**src/rtl/branch_resolve_ctrl.sv**
```systemverilog
// RV32I execute-stage branch/jump resolver: evaluates the condition, sequences redirect and flush.
// Optional build macro BRANCH_PERF_CNT_EN adds branch/taken performance counters.
module branch_resolve_ctrl #(
    parameter int REG_WIDTH    = 32,
    parameter int FLUSH_CYCLES = 2
) (
    input  logic                 clk,
    input  logic                 rst,
    input  logic                 op_valid,
    output logic                 op_ready,
    input  logic [1:0]           op_kind,
    input  logic [2:0]           op_funct3,
    input  logic [REG_WIDTH-1:0] op_pc,
    input  logic [REG_WIDTH-1:0] op_imm,
    input  logic [REG_WIDTH-1:0] op_rs1,
    input  logic [REG_WIDTH-1:0] op_rs2,
    output logic [REG_WIDTH-1:0] cmp_rs1,
    output logic [REG_WIDTH-1:0] cmp_rs2,
    output logic                 cmp_BrUn,
    input  logic                 cmp_BrEq,
    input  logic                 cmp_BrLT,
    output logic                 res_valid,
    output logic                 res_taken,
    output logic                 res_illegal,
    output logic                 res_misalign,
    output logic                 redirect_valid,
    output logic [REG_WIDTH-1:0] redirect_pc,
    input  logic                 redirect_ready,
    output logic                 flush
`ifdef BRANCH_PERF_CNT_EN
    ,
    output logic [31:0]          perf_branches,
    output logic [31:0]          perf_taken
`endif
);

    localparam int CNT_W = (FLUSH_CYCLES > 1) ? $clog2(FLUSH_CYCLES + 1) : 1;

    typedef enum logic [1:0] {
        S_IDLE,
        S_EVAL,
        S_REDIRECT,
        S_FLUSH
    } state_t;

    state_t               r_state;
    logic [1:0]           r_kind;
    logic [2:0]           r_funct3;
    logic [REG_WIDTH-1:0] r_pc;
    logic [REG_WIDTH-1:0] r_imm;
    logic [REG_WIDTH-1:0] r_rs1;
    logic [REG_WIDTH-1:0] r_rs2;
    logic [REG_WIDTH-1:0] r_redirect_pc;
    logic [CNT_W-1:0]     r_flush_cnt;

    logic                 w_eval;
    logic                 w_is_branch;
    logic                 w_is_jalr;
    logic                 w_illegal;
    logic                 w_cond;
    logic                 w_taken;
    logic                 w_misalign;
    logic [REG_WIDTH-1:0] w_sum;
    logic [REG_WIDTH-1:0] w_target;

    assign w_eval      = (r_state == S_EVAL);
    assign w_is_branch = (r_kind == 2'b00);
    assign w_is_jalr   = (r_kind == 2'b10);
    // funct3 010/011 are the only undefined branch encodings
    assign w_illegal   = (r_kind == 2'b11) || (w_is_branch && (r_funct3[2:1] == 2'b01));

    // funct3[2] picks LT over EQ, funct3[0] inverts the sense
    assign w_cond      = (r_funct3[2] ? cmp_BrLT : cmp_BrEq) ^ r_funct3[0];
    assign w_taken     = (w_is_branch ? w_cond : 1'b1) & ~w_illegal;

    assign w_sum       = (w_is_jalr ? r_rs1 : r_pc) + r_imm;
    assign w_target    = {w_sum[REG_WIDTH-1:1], w_sum[0] & ~w_is_jalr};
    assign w_misalign  = w_taken & (w_target[1:0] != 2'b00);

    assign op_ready       = (r_state == S_IDLE);
    assign cmp_rs1        = r_rs1;
    assign cmp_rs2        = r_rs2;
    assign cmp_BrUn       = r_funct3[1];
    assign res_valid      = w_eval;
    assign res_taken      = w_eval & w_taken;
    assign res_illegal    = w_eval & w_illegal;
    assign res_misalign   = w_eval & w_misalign;
    assign redirect_valid = (r_state == S_REDIRECT);
    assign redirect_pc    = r_redirect_pc;
    assign flush          = (r_state == S_REDIRECT) || (r_state == S_FLUSH);

    always_ff @(posedge clk) begin
        if (rst) begin
            r_state       <= S_IDLE;
            r_kind        <= '0;
            r_funct3      <= '0;
            r_pc          <= '0;
            r_imm         <= '0;
            r_rs1         <= '0;
            r_rs2         <= '0;
            r_redirect_pc <= '0;
            r_flush_cnt   <= '0;
        end else begin
            case (r_state)
                S_IDLE: begin
                    if (op_valid) begin
                        r_kind   <= op_kind;
                        r_funct3 <= op_funct3;
                        r_pc     <= op_pc;
                        r_imm    <= op_imm;
                        r_rs1    <= op_rs1;
                        r_rs2    <= op_rs2;
                        r_state  <= S_EVAL;
                    end
                end
                S_EVAL: begin
                    if (w_taken && !w_misalign) begin
                        r_redirect_pc <= w_target;
                        r_state       <= S_REDIRECT;
                    end else begin
                        r_state <= S_IDLE;
                    end
                end
                S_REDIRECT: begin
                    if (redirect_ready) begin
                        if (FLUSH_CYCLES == 0) begin
                            r_state <= S_IDLE;
                        end else begin
                            r_flush_cnt <= CNT_W'(FLUSH_CYCLES);
                            r_state     <= S_FLUSH;
                        end
                    end
                end
                S_FLUSH: begin
                    r_flush_cnt <= r_flush_cnt - 1'b1;
                    if (r_flush_cnt == CNT_W'(1)) begin
                        r_state <= S_IDLE;
                    end
                end
                default: r_state <= S_IDLE;
            endcase
        end
    end

`ifdef BRANCH_PERF_CNT_EN
    always_ff @(posedge clk) begin
        if (rst) begin
            perf_branches <= '0;
            perf_taken    <= '0;
        end else if (w_eval && w_is_branch && !w_illegal) begin
            perf_branches <= perf_branches + 32'd1;
            if (w_taken) begin
                perf_taken <= perf_taken + 32'd1;
            end
        end
    end
`endif

endmodule

```
**config.mk**
```make
export PLATFORM = sky130hd
export DESIGN_NAME = branch_resolve_ctrl
export DESIGN_NICKNAME = d
export VERILOG_FILES = /design/src/rtl/branch_resolve_ctrl.sv
export SDC_FILE = /design/constraint.sdc
export NUM_CORES = 1
export LEC_CHECK = 0
export ABC_CLOCK_PERIOD_IN_PS = 4000
export CORE_UTILIZATION = 45
export DETAILED_ROUTE_END_ITERATION = 16
export MAX_ROUTING_LAYER = met4
export PLACE_DENSITY_LB_ADDON = 0.2
export SYNTH_ARGS = -nofsm -noshare
export SYNTH_HDL_FRONTEND = slang
export SYNTH_SLANG_ARGS = --single-unit
```
**constraint.sdc**
```tcl
create_clock -name clk -period 4 [get_ports clk]
set_input_delay 0.8 -clock clk [delete_from_list [all_inputs] [get_ports clk]]
set_output_delay 0.8 -clock clk [all_outputs]
set_load 0.05 [all_outputs]
```
==> metrics <==
outcome complete, no violations; worst reg2reg setup slack 0.41 ns; vias in the first global route 7198; number of synthesized register bits ~170; async set-reset flop share out of synthesis 0%; Synth Area in Compound Gates 18.5%; Hold Path Origin redirect_pc[4]$_SDFFE_PP0P_; gp weighted congestion 0.930; IO Pins 243; Final setup violation count 0; DP Area 0.0105 sq mm; FP Rows 48; met2 wire length 10900 um; final layout net count 1402; xor/xnor share of the synthesized area about 2.4%; Clk pwr share 34.6%; Core Util, Final roughly 64%; Post-Synth Adder-Cell Area 5.75%; Hold Path Cell Cnt 2; CP Launch Type flop; CTS Sinks 169; P per Cell Area around 420 mW/mm^2; Tot GR Track Use between 20% and 30%; Post-DP HPWL between 15000 and 20000 um; fraction of layout cells with a size suffix above 1 7.10%; Logic pwr share 24.6%; Area Overhead vs Synth 39.3%; register area share after synthesis 42.5%; Final Skew 0.0100 ns; Crit path arrival time about 2.9 ns; Synth Flop Type dfxtp_1; max_cap viols 0; Hold EP redirect_pc[4]$_SDFFE_PP0P_; IO buf count 242; final hold slack 0.447 ns; root buffer cell clkbuf_16; synth warn 0; later-pin clock latency in the skew report 0.43 ns; Mapped Nets 1197; Yosys cell types 49; Post-Syn Instances 1022; P_leak roughly 4.4 nW; first-pass GRT wire length 37200 um; total gr overflow 0; CP Max Fanout 20; ANT cells 0; CTS Buf Count 17; largest net degree at the start of global routing 106; minimum clock period 3.68 ns; Met1 Wirelength between 10000 and 15000 um; P_int 3.13 mW; CTS tree done; Iteration-0 DRC Markers 543; maximum clock frequency 272 MHz; detail-routed net length per standard cell 16.2 um; initial antenna violation count 0; die width about 140 um; Die Footprint 0.0182 sq mm; reg2reg end redirect_pc[28]$_SDFFE_PP0P_; Setup Fix Bufs, Post-CTS 0; Post-Place Worst Slack ~0.47 ns; Starting Density approximately 46%; Clk pin slew, worst setup/hold paths ~0.060 ns; Post-CTS Resized 0; Post-Syn Area 0.00796 sq mm; syn_area_per_cell 7.79 sq um; via count 7635; post-route setup slack about 0.32 ns; Clock Path Buffers 2; final hold vios 0; Die Y between 100 and 150 um; worst-margin pin slew 1.03 ns; Seq pwr share approximately 40%; hold_buf cts 0; switching share of total power between 30% and 40%; final period utilization 92.0%; residual DRC count 0; met3 routed WL 1490 um; DRT Pass-1 Iters 5; depth of the CTS H-tree 4; Net Sw Power 1.49 mW; Routed Antenna Nets 0; multiplexer share of the synthesized area 4.76%; setup TNS 0 ns; final WL 23700 um; core area 0.0173 sq mm; reg2reg start r_kind[1]$_SDFFE_PP0P_; CP Data Required Time between 3 and 4 ns; number of vias per cell 5.22; kind of end point of the critical path output port; Final Max Slew Viols 0; Max VDD drop 0.310 mV; Hold Crit Class reg2reg; Max transition margin 31.3%; unrepaired setup endpoints after global routing false; max layer used met4; reg2reg path depth 15; simple-gate area share of the yosys netlist 22.3%; post-route cell area 0.0111 sq mm; Post-synth EDFFs 0; critical path class reg2out; largest family of logic cells by synthesized area simple AND/OR/NAND/NOR gates
==> routing by layer <==
metal | GRT usage, % | up-vias
met5 | - | -
met4 | 7.30 | 0
met3 | 6.72 | 22
met2 | 41.9 | 229
met1 | 35.4 | 3521
li1 | - | 3863
==> worst max-delay path, cell delays in order (launching register included) <==
cell and delay, ns:
dfxtp_1 0.37, nor2b_4 0.16, buf_4 0.29, mux2_2 0.38, ha_1 0.19, inv_1 0.07
fa_1 0.43, o21a_1 0.17, nor2b_1 0.22, buf_12 0.17
==> power by group through the flow <==
stage / registers [mW] / logic (mW) / clock network [mW]
after floorplan: 2.11 / 0.510 / 0
after global placement: 1.92 / 1.13 / 0
after detailed placement: 1.93 / 1.13 / 0
after CTS: 1.89 / 1.14 / 1.62
after global routing: 1.90 / 1.22 / 1.67
final: 1.89 / 1.13 / 1.60
==> placed cells by master, fill, tap and decap left out, drive strengths merged, types with 5 or more instances in the layout <==
cell type,n
a31oi,6
clkinv,5
o21ai,22
clkdlybuf4s50,240
a211oi,5
ha,35
nand4,6
xor2,11
nor2b,9
buf,13
xnor2,11
o211ai,6
inv,15
dfxtp,169
a21oi,187
nand2,324
nor2,25
nor3,7
a21o,16
mux2,31
nand3,20
clkbuf,19
==> registers in the layout (all words and copies together) (netlist names), named ones only <==
signal       flops
r_pc            32
r_funct3         3
r_state          1
r_flush_cnt      2
redirect_pc     32
cmp_rs2         32
r_kind           2
cmp_rs1         32
r_imm           32
==> kinds of logic (layout without fill, tap and decap cells) <==
| group | count (synthesis) | after routing |
|---|---|---|
| simple gates | 421 | 421 |
| compound gates | 260 | 260 |
| flops | 169 | 169 |
| buf+inv | 80 | 297 |
| fa+ha+maj | 36 | 36 |
| mux | 34 | 34 |
| xor+xnor | 22 | 22 |
==> worst max-delay path by stage <==
stage / endpoint / depth (start not counted) / slack, ns / from
finish: res_misalign / 9 / 0.32 / r_kind[1]$_SDFFE_PP0P_
global route: redirect_pc[28]$_SDFFE_PP0P_ / 13 / 0.20 / r_kind[1]$_SDFFE_PP0P_
CTS: res_misalign / 9 / 0.31 / r_kind[1]$_SDFFE_PP0P_
detailed placement: redirect_pc[28]$_SDFFE_PP0P_ / 15 / 0.47 / r_kind[1]$_SDFFE_PP0P_
global placement: res_taken / 6 / 0.52 / cmp_BrEq
floorplan: res_misalign / 5 / 0.17 / r_state[0]$_SDFFE_PP0P_
==> through the flow <==
step,power [mW],cells
3_5_place_dp,3.06,1433
6_report,4.62,1464
4_1_cts,4.65,1464
2_1_floorplan,2.62,1022
5_1_grt,4.80,1464
3_3_place_gp,3.05,1433
==> layout make-up <==
cell class	count	area [sq um]
Sequential cell	169	3380
Clock inverter	12	120
Timing Repair Buffer	253	2520
Clock buffer	19	443
Tap cell	225	282
Fill cell	1540	6200
Multi-Input combinational cell	773	4290
Inverter	13	48.8
==> synthesized netlist by cell type (5+ instances only) <==
| library cell | instances | area (sq um) |
|---|---|---|
| mux2_2 | 31 | 349 |
| xor2_1 | 11 | 96.3 |
| a21oi_1 | 184 | 921 |
| nor2b_1 | 9 | 56.3 |
| inv_1 | 13 | 48.8 |
| a31oi_1 | 6 | 37.5 |
| clkbuf_1 | 65 | 244 |
| xnor2_1 | 11 | 96.3 |
| nand4_1 | 6 | 37.5 |
| nand3_1 | 20 | 100 |
| ha_1 | 35 | 438 |
| o21ai_0 | 21 | 105 |
| dfxtp_1 | 169 | 3380 |
| nor2_1 | 23 | 86.3 |
| nand2_1 | 324 | 1220 |
| a211oi_1 | 5 | 37.5 |
| nor3_1 | 6 | 30.0 |
| a21o_1 | 16 | 120 |
Power figures use the tool's default switching activity.
